===== config.mk =====
export PLATFORM = sky130hd
export DESIGN_NAME = multicycle_controller
export DESIGN_NICKNAME = d
export VERILOG_FILES = /design/src/rtl/multicycle_controller.sv
export SDC_FILE = /design/constraint.sdc
export NUM_CORES = 1
export LEC_CHECK = 0
export CELL_PAD_IN_SITES_DETAIL_PLACEMENT = 0
export CELL_PAD_IN_SITES_GLOBAL_PLACEMENT = 1
export CORE_MARGIN = 2
export CORE_UTILIZATION = 37
export CTS_CLUSTER_DIAMETER = 200
export DETAILED_ROUTE_END_ITERATION = 10
export HOLD_SLACK_MARGIN = 0.06
export PLACE_DENSITY = 0.9
export SKIP_LAST_GASP = 1
export SYNTH_ARGS = -nofsm -noshare
export SYNTH_HDL_FRONTEND = slang
export SYNTH_SLANG_ARGS = --single-unit

===== constraint.sdc =====
create_clock -name clk -period 4.5 [get_ports clk]
set_input_delay 0.45 -clock clk [delete_from_list [all_inputs] [get_ports clk]]
set_output_delay 0.45 -clock clk [all_outputs]
set_load 0.03 [all_outputs]

===== src/rtl/multicycle_controller.sv =====
// multicycle_controller: Moore FSM sequencing the shared-memory RISC-V datapath, with ALU/imm decode, retire counter and illegal flag
module multicycle_controller #(
  parameter int CNT_W = 32
) (
  input  logic             clk,
  input  logic             reset,
  input  logic [6:0]       op,
  input  logic [2:0]       funct3,
  input  logic             funct7b5,
  input  logic             zero,
  output logic             PCWrite,
  output logic             AdrSrc,
  output logic             MemWrite,
  output logic             IRWrite,
  output logic [1:0]       ResultSrc,
  output logic [1:0]       ALUSrcA,
  output logic [1:0]       ALUSrcB,
  output logic [1:0]       ImmSrc,
  output logic             RegWrite,
  output logic [2:0]       ALUControl,
  output logic             illegal,
  output logic [CNT_W-1:0] instret
);
  typedef enum logic [3:0] {
    s_fetch, s_decode, s_memadr, s_memread, s_memwb, s_memwr,
    s_execr, s_execi, s_aluwb, s_jal, s_beq, s_error
  } state_t;
  localparam logic [6:0] OP_LW = 7'b0000011, OP_SW = 7'b0100011, OP_R = 7'b0110011,
                         OP_I = 7'b0010011, OP_JAL = 7'b1101111, OP_BEQ = 7'b1100011;
  state_t state;
  logic [1:0] aluop;
  logic legal, pcupdate, branch;
  assign legal = op inside {OP_LW, OP_SW, OP_R, OP_I, OP_JAL, OP_BEQ};
  always_ff @(posedge clk or posedge reset) begin
    if (reset) begin
      state <= s_fetch;
      instret <= '0;
      illegal <= 1'b0;
    end else begin
      case (state)
        s_fetch:                   state <= s_decode;
        s_decode:                  state <= (op == OP_LW || op == OP_SW) ? s_memadr :
                                            op == OP_R   ? s_execr :
                                            op == OP_I   ? s_execi :
                                            op == OP_JAL ? s_jal   :
                                            op == OP_BEQ ? s_beq   : s_error;
        s_memadr:                  state <= op[5] ? s_memwr : s_memread;
        s_memread:                 state <= s_memwb;
        s_execr, s_execi, s_jal:   state <= s_aluwb;
        s_error:                   state <= s_error;
        default:                   state <= s_fetch;
      endcase
      if (state == s_decode && !legal) illegal <= 1'b1;
      if (state inside {s_memwb, s_memwr, s_aluwb, s_beq}) instret <= instret + CNT_W'(1);
    end
  end
  // enables are gated by reset so nothing is written while the core is held
  assign pcupdate   = state inside {s_fetch, s_jal};
  assign branch     = state == s_beq;
  assign PCWrite    = ~reset & (pcupdate | (branch & zero));
  assign IRWrite    = ~reset & (state == s_fetch);
  assign MemWrite   = ~reset & (state == s_memwr);
  assign RegWrite   = ~reset & (state inside {s_memwb, s_aluwb});
  assign AdrSrc     = state inside {s_memread, s_memwr};
  assign ResultSrc  = state == s_fetch ? 2'b10 : state == s_memwb ? 2'b01 : 2'b00;
  assign ALUSrcA    = state inside {s_decode, s_jal} ? 2'b01 :
                      state inside {s_memadr, s_execr, s_execi, s_beq} ? 2'b10 : 2'b00;
  assign ALUSrcB    = state inside {s_fetch, s_jal} ? 2'b10 :
                      state inside {s_decode, s_memadr, s_execi} ? 2'b01 : 2'b00;
  assign aluop      = state inside {s_execr, s_execi} ? 2'b10 : state == s_beq ? 2'b01 : 2'b00;
  assign ImmSrc     = op == OP_SW ? 2'b01 : op == OP_BEQ ? 2'b10 : op == OP_JAL ? 2'b11 : 2'b00;
  assign ALUControl = aluop == 2'b00 ? 3'b000 :
                      aluop == 2'b01 ? 3'b001 :
                      funct3 == 3'b000 ? {2'b00, op[5] & funct7b5} :
                      funct3 == 3'b010 ? 3'b101 :
                      funct3 == 3'b110 ? 3'b011 :
                      funct3 == 3'b111 ? 3'b010 : 3'b000;
endmodule

==> impl_metrics.env <==
export IMPL_outcome="finished, final reports clean"
export IMPL_dpl_hpwl_um=3300
export IMPL_die_area_um2=6110
export IMPL_worstPathArrival_ps=2420
export IMPL_die_y_um=78.2
export IMPL_leakagePower_nw=1.19
export IMPL_clkTransAtPathRegs_ps=70
export IMPL_hold_viol_final=0
export IMPL_via_per_inst=4.95
export IMPL_slew_headroom=0.590
export IMPL_initial_core_util=0.377
export IMPL_hold_ws_ps=474
export IMPL_synth_most_common_cell="dfrtp_1"
export IMPL_fmax_ghz=0.348
export IMPL_pin_count=63
export IMPL_final_antenna_net_count=0
export IMPL_gp_congestion=0.729
export IMPL_critPathMaxFanout=21
export IMPL_numPortBuffers=62
export IMPL_slowest_delay_ps=740
export IMPL_cts_resized=0
export IMPL_vias=1752
export IMPL_syn_area_um2=2040
export IMPL_grt_overflow_total=0
export IMPL_first_pass_iters=4
export IMPL_grt_pass1_wl_um=7730
export IMPL_totalWireLength_um=4500
export IMPL_grt_setup_unrepaired="no"
export IMPL_cts_hold_buf=0
export IMPL_synth_top_area_cell="dfrtp_1"
export IMPL_fin_setup_tns_ps=0
export IMPL_die_w_um=78.2
export IMPL_timing_final_crit_share=0.638
export IMPL_synth_edff_count=0
export IMPL_grt_max_degree=38
export IMPL_synthTopCellsByArea="dfrtp_1, xnor2_1, xor2_1"
export IMPL_synth_cells=221
export IMPL_layout_drive_gt1_share=0.0603
export IMPL_vdd_drop_max_v=0.000327
export IMPL_async_flop_share=1.00
export IMPL_antenna_found_initial=0
export IMPL_ys_warn_count=0
export IMPL_worstSetupPathType="reg2out"
export IMPL_syn_num_nets=236
export IMPL_synth_seq_area_share=0.455
export IMPL_grt_usage=0.159
export IMPL_synth_top_cell_area_share=0.455
export IMPL_worst_slack_ps=1630
export IMPL_rows=27
export IMPL_setup_viol=0
export IMPL_htree_levels=2
export IMPL_core_area_um2=5410
export IMPL_final_nets=296
export IMPL_postCtsSetupBuffers=0
export IMPL_synth_seq_cells=37
export IMPL_path_cells="or3b_4 -> o31ai_1 -> and2_1 -> clkdlybuf4s50_1"
export IMPL_clockBufferDepth=2
export IMPL_avgSynthCellArea_um2=9.21
export IMPL_area_growth_pct=38.8
export IMPL_worstMarginPinSlew_ps=615
export IMPL_synth_distinct_cells=37
export IMPL_clock_latency_ps=290
export IMPL_skew_ps=1.73
export IMPL_crit_path_end_kind="output port"
export IMPL_diodes=0
export IMPL_ys_top_cells_by_count="dfrtp_1, nor2_1, nand2_1"
export IMPL_wl_per_cell_um=12.7
export IMPL_drc=0
export IMPL_maxSlewViolCount=0
export IMPL_critPathSlowestCell="dfrtp_1"
export IMPL_pre_cts_ws_ps=1830
export IMPL_hold_class="reg2reg"
export IMPL_start_kind="flip-flop"
export IMPL_powerDensity_nw_per_um2=480
export IMPL_layout_min_cycle_time_ps=2870
export IMPL_critPathRequiredTime_ps=4050
export IMPL_root_buffer="clkbuf_8"
export IMPL_max_cap_violations=0
export IMPL_synth_ff_type="dfrtp_1"
export IMPL_grt_pass1_vias=1665
export IMPL_cts_tree="yes"
export IMPL_drtIter0Drc=45
export IMPL_numCtsBuffers=5
export IMPL_clock_sinks=37
==> registers in the layout, indices dropped and copies added (netlist names) <==
signal,cells
instret,32
state,4
illegal,1
==> routing by layer <==
metal  up-vias  global-route usage  share of wire  routed length (µm)
met3         8              0.0460          0.053                 240
met1       819               0.203           0.45                2050
met5         -                   0              0                   0
met4         0              0.0632          0.016                  72
li1        876                   -              -                   -
met2        49               0.253           0.48                2140
==> worst paths after layout <==
path,startpoint,endpoint,slack (ps),cells after the start
worst max-delay path,state[3],ALUControl[0],1630,4
worst min-delay path,instret[31],instret[31],470,1
worst max register to register,state[3],instret[29],2310,5
worst min register to register,instret[31],instret[31],470,1
max in group asynchronous,reset,instret[8],3500,3
min in group asynchronous,reset,state[3],670,3
==> worst max-delay path, delay by kind of cell (launching register included) <==
kind            cells  cell delay, ps
flops               1             740
compound gates      1              80
simple gates        2             650
buf+inv             1             660
==> through the flow <==
| stage | instance area [µm²] | utilization | total power [W] | cells |
|---|---|---|---|---|
| 6_report | 2830 | 0.523 | 0.00136 | 354 |
| 5_1_grt | 2830 | 0.523 | 0.00144 | 354 |
| 4_1_cts | 2830 | 0.523 | 0.00137 | 354 |
| 3_5_place_dp | 2710 | 0.501 | 0.00107 | 346 |
| 3_3_place_gp | 2710 | 0.501 | 0.00106 | 346 |
| 2_1_floorplan | 2040 | - | 0.000879 | 221 |
==> cells by family after synthesis <==
family / synth area share
and+or+nand+nor: 0.275
muxes: 0.00492
buffers and inverters: 0.0369
adders and majority gates: 0.00615
DFF: 0.455
AOI/OAI and AO/OA: 0.0805
xor gates and xnor gates: 0.142
==> cell type report <==
class                   instances  area [µm²]
fillers                       529        2580
multi-input cells             166        1030
flip-flops and latches         37         926
repair buffers                 63         628
well taps                      72        90.1
clock buffers                   7        86.3
clock inverters                 1        30.0
inverters                       8        30.0
==> placed cells by master, fill, tap and decap left out, types with 3 or more instances in the layout <==
cell             synthesis  layout
clkdlybuf4s50_1          0      62
dfrtp_1                 37      37
nor2_1                  27      27
nand2_1                 22      22
nand3_1                 19      19
xnor2_1                 18      18
xor2_1                  15      15
nor3_1                   9       9
a21oi_1                  9       9
inv_1                    8       8
nand4_1                  6       6
clkbuf_8                 0       6
and4_1                   4       4
o21ai_0                  4       4
nand2b_1                 3       3
nor4_1                   3       3
==> power breakdown <==
part / switching, W / leakage, nW / internal, W / total, W
Clock: 0.000117 / 0.0585 / 0.000181 / 0.000298
Sequential: 0.000122 / 0.496 / 0.000374 / 0.000495
Combinational: 0.000308 / 0.640 / 0.000254 / 0.000562
Power figures use the tool's default switching activity.
